==> config.mk <==
export PLATFORM = sky130hd
export DESIGN_NAME = stall_unit
export DESIGN_NICKNAME = d
export VERILOG_FILES = /design/src/rtl/stall_unit.sv
export SDC_FILE = /design/constraint.sdc
export NUM_CORES = 1
export LEC_CHECK = 0
export BUFFER_PORTS_ARGS = -buffer_cell sky130_fd_sc_hd__buf_4
export CAP_MARGIN = 20
export CORE_AREA = 2 2 39 41
export DETAILED_ROUTE_END_ITERATION = 8
export DIE_AREA = 0 0 41 43
export GPL_ROUTABILITY_DRIVEN = 0
export SLEW_MARGIN = 20
export SYNTH_ARGS = -nofsm -noshare
export SYNTH_HDL_FRONTEND = slang
export SYNTH_SLANG_ARGS = --single-unit
==> constraint.sdc <==
create_clock -name clk_i -period 1.6 [get_ports clk_i]
set_input_delay 0.32 -clock clk_i [delete_from_list [all_inputs] [get_ports clk_i]]
set_output_delay 0.32 -clock clk_i [all_outputs]
set_load 0.05 [all_outputs]
==> src/rtl/stall_unit.sv <==
// Load-use hazard detector for the ID stage: stalls PC and IF/ID and bubbles ID/EX
// for one cycle when a source register is the destination of the load in ID/EX.
// Optional saturating stall counter enabled by defining STALL_UNIT_CNT_EN.
module stall_unit #(
    parameter logic [1:0] ALU   = 2'b00,
    parameter logic [1:0] MEM   = 2'b01,
    parameter logic [1:0] PC4   = 2'b10,
    parameter int         CNT_W = 32
) (
    input  logic             clk_i,
    input  logic             rst_n_i,
    input  logic [4:0]       reg_rs1_addr_i,
    input  logic [4:0]       reg_rs2_addr_i,
    input  logic [4:0]       id_ex_reg_wr_addr_i,
    input  logic             id_ex_reg_wr_sig_i,
    input  logic [1:0]       id_ex_data_dest_i,
    output logic             stall_o,
    output logic             pc_wr_en_o,
    output logic             if_id_wr_en_o,
    output logic             id_ex_flush_o,
`ifdef STALL_UNIT_CNT_EN
    output logic [CNT_W-1:0] stall_count_o,
`endif
    output logic             stall_q_o
);

    logic load_in_ex;
    logic dest_nonzero;
    logic src_match;
    logic stall_q_reg;

    // Only loads stall; ALU and link results reach ID through forwarding.
    // Operands are deliberately not X-masked so undefined inputs stay visible.
    assign load_in_ex   = id_ex_reg_wr_sig_i & (id_ex_data_dest_i == MEM);
    assign dest_nonzero = (id_ex_reg_wr_addr_i != 5'd0);
    assign src_match    = (id_ex_reg_wr_addr_i == reg_rs1_addr_i) |
                          (id_ex_reg_wr_addr_i == reg_rs2_addr_i);

    assign stall_o       = load_in_ex & dest_nonzero & src_match;
    assign pc_wr_en_o    = ~stall_o;
    assign if_id_wr_en_o = ~stall_o;
    assign id_ex_flush_o = stall_o;

    always_ff @(posedge clk_i or negedge rst_n_i) begin
        if (!rst_n_i) begin
            stall_q_reg <= 1'b0;
        end else begin
            stall_q_reg <= stall_o;
        end
    end

    assign stall_q_o = stall_q_reg;

`ifdef STALL_UNIT_CNT_EN
    logic [CNT_W-1:0] stall_count_reg;
    logic [CNT_W-1:0] stall_count_next;

    // Saturate at all-ones so a long run never reads back as a small count.
    always_comb begin
        stall_count_next = stall_count_reg;
        if (stall_o && (stall_count_reg != {CNT_W{1'b1}})) begin
            stall_count_next = stall_count_reg + 1'b1;
        end
    end

    always_ff @(posedge clk_i or negedge rst_n_i) begin
        if (!rst_n_i) begin
            stall_count_reg <= '0;
        end else begin
            stall_count_reg <= stall_count_next;
        end
    end

    assign stall_count_o = stall_count_reg;
`endif

endmodule

==> summary.md <==
| Metric | Value |
|---|---|
| Total power | `between 0.1 and 0.15 mW` |
| Switching share of power | `0.3103` |
| Diodes inserted | `0` |
| Routed Antenna Nets | `0` |
| Width of the die | `41 um` |
| Area delta synth->final | `169.1%` |
| Transition at the pin with the smallest max-transition slack | `about 0.21 ns` |
| Global routing usage summed across all routing layers | `0.07000` |
| Overall routed net length | `649 um` |
| DR DRC count | `0` |
| Largest family of logic cells by synthesized area | `XOR/XNOR gates` |
| Seq cells post-synth | `1` |
| Top cells by instance count after synthesis | `sky130_fd_sc_hd__xnor2_1, sky130_fd_sc_hd__xor2_1, sky130_fd_sc_hd__buf_4, sky130_fd_sc_hd__nand3_1, sky130_fd_sc_hd__nor3_2` |
| Yosys top cell area share | `0.2763` |
| Setup slack of the critical path after layout | `about 0.047 ns` |
| Core area | `0.001384 mm^2` |
| Final setup viols | `0` |
| Boundary pin count | `25` |
| Largest register FFs | `1` |
| Post-layout minimum cycle time | `roughly 1.6 ns` |
| Final hold violation count | `0` |
| Total congestion overflow after global routing | `0` |
| Initial DRC count | `2` |
| Count of nets after finishing | `70` |
| Power share of the combinational group | `0.809` |
| Net load switching power | `roughly 0.042 mW` |
| Static Leak | `roughly 0.24 nW` |
| Proportion of power drawn by the clock network | `0` |
| Fraction of synthesized area in multiplexers | `0` |
| Startpoint class of the critical path | `primary input` |
| Async set-reset flop share out of synthesis | `1.000` |
| Final design instance area without fill | `roughly 500 um^2` |
| Most repeated cell in the gate-level netlist after synthesis | `sky130_fd_sc_hd__xnor2_1` |
| Synthesized-area fraction occupied by and/or/nand/nor cells | `0.2237` |
| Highest net fanout along the worst path | `3` |
| Mean instance size in the synthesized netlist | `8.269 um^2` |
| Ratio of total power to cell area | `around 270 mW/mm^2` |
| Initial standard-cell utilization of the core | `0.1374` |
| Sequential Power Share | `0.191` |
| Post-synthesis cell count | `23` |
| Clock slew at reported path FFs | `0 ns` |
| Layout cells sized above 1 | `0.8125` |
| Total of max-cap violations | `0` |
| Setup TNS after final layout | `0 ns` |
| Number of cell rows | `14` |
| Final Util | `0.3698` |
| Xor and xnor fraction of the mapped netlist area | `0.4605` |
| Data arrival at the endpoint of the critical path | `1.23 ns` |
| Share of the cycle needed by the critical path after routing | `0.9705` |
| Post-Syn Area | `190.2 um^2` |
| Synth Area in Compound Gates | `0.1053` |
| Largest net degree at the start of global routing | `4` |
| Share of synthesized area occupied by flip-flops and latches | `0.1316` |
| Final count of pins violating max slew | `0` |
| Critical path capture point type | `output port` |
| Length of the first detailed-routing pass in iterations | `2` |
| Run status | `finished clean` |
| Highest-delay cell along the critical path | `sky130_fd_sc_hd__nor3_2` |
| Upper clock frequency limit | `around 640 MHz` |
| Arithmetic-cell share of the synthesized area counting full adders, half adders and majority gates | `0` |
| Drt via density | `~4` |
| Cell variety after synth | `12` |
| Path type of the worst setup path | `primary input to output port` |
| Post-CTS Hold Fix Bufs | `0` |
| Cell type with the highest aggregate area in the netlist | `sky130_fd_sc_hd__xnor2_1` |
| Worst supply voltage drop on vdd | `roughly 0.000091 V` |
| Warnings from Yosys | `0` |
| Class of the most critical hold timing path | `primary input to async pin` |
| Worst setup slack before clock tree synthesis | `-0.06628 ns` |
| Flip-flop cell with the highest count after synthesis | `sky130_fd_sc_hd__dfrtp_1` |
| Via count of the first global-routing pass | `between 200 and 250` |
| Post-detailed-placement cell area | `~390 um^2` |
| Via count | `approximately 250` |
| Headroom to the max-slew limit | `0.8565` |
| Leading cell types by total area after synthesis | `sky130_fd_sc_hd__xnor2_1, sky130_fd_sc_hd__xor2_1, sky130_fd_sc_hd__dfrtp_1` |
| Count of flip-flops with a built-in enable after synthesis | `0` |
| First-pass GRT wire length | `924 um` |
| Die Outline Area | `about 0.0018 mm^2` |
| Internal power summed over all cells | `roughly 0.094 mW` |
| Number of input and output port buffers inserted | `24` |
| Critical path, cell by cell | `buf_4 -> xnor2_2 -> nand3_1 -> nor3_2 -> o21a_2 -> buf_8` |
| CP startpoint | `reg_rs1_addr_i[0]` |
| WL per Instance | `between 10 and 15 um` |
| Die Y-Extent | `between 40 and 50 um` |
| Required time of the critical path | `roughly 1.3 ns` |
| Antenna violations before repair | `0` |
| Post-Synthesis Net Count | `43` |
| Largest incremental delay on the critical path | `~0.20 ns` |
[metrics by stage]
step | hold slack, ns | cells
after floorplan | 0.02441 | 23
after global placement | 0.09655 | 62
after detailed placement | 0.09562 | 62
after CTS | 0.09576 | 62
after global routing | 0.09679 | 64
final | 0.09510 | 64
[critical path: cells and delay by family]
family	cells	cell delay, ns
compound gates	1	0.20
xor+xnor	1	0.14
simple gates	2	0.30
buf+inv	2	0.27
[placed cells by master (no fill, tap or decap), drive strengths merged]
cell	Yosys	routed
a211oi	1	1
buf	2	27
dfrtp	1	1
nand2	1	1
nand3	2	2
nor2	1	1
nor3	3	3
o21a	1	1
o21ai	1	1
xnor2	6	6
xor2	4	4
[cells by family after synthesis]
family,after synthesis
AND/OR/NAND/NOR,7
flip-flops,1
XOR/XNOR,10
AO/OA/AOI/OAI,3
buffers and inverters,2
[power groups by stage]
| stage | Combinational [mW] | Sequential, mW | Clock (mW) |
|---|---|---|---|
| finish | 0.110 | 0.0261 | 0 |
| global route | 0.119 | 0.0261 | 0 |
| CTS | 0.0844 | 0.0261 | 0 |
| detailed placement | 0.0835 | 0.0261 | 0 |
| global placement | 0.0834 | 0.0261 | 0 |
| floorplan | 0.0341 | 0.0270 | 0 |
[timing repair]
| action | CTS | global route |
|---|---|---|
| buffers inserted | 0 | 2 |
| pin swaps | 2 | 11 |
| gates resized for setup | 2 | 20 |
| endpoints found under the setup margin | 2 | 4 |
[per-layer routing]
| layer | share of wire | track usage |
|---|---|---|
| met5 | 0 | 0 |
| met4 | 0 | 0 |
| met3 | 0.10 | 0.01047 |
| met2 | 0.58 | 0.1094 |
| met1 | 0.32 | 0.1048 |
[final timing paths]
check                           endpoint  slack, ns
worst max-delay path       id_ex_flush_o       0.05
worst min-delay path           stall_q_o        0.1
max in group asynchronous      stall_q_o       1.42
min in group clk_i             stall_q_o       0.64
[final cells by class]
type	instances	area, um^2
fillers	147	872.1
repair buffers	27	251.5
multi-input cells	20	215.2
flip-flops and latches	1	25.02
well taps	16	20.02
Power figures use the tool's default switching activity.
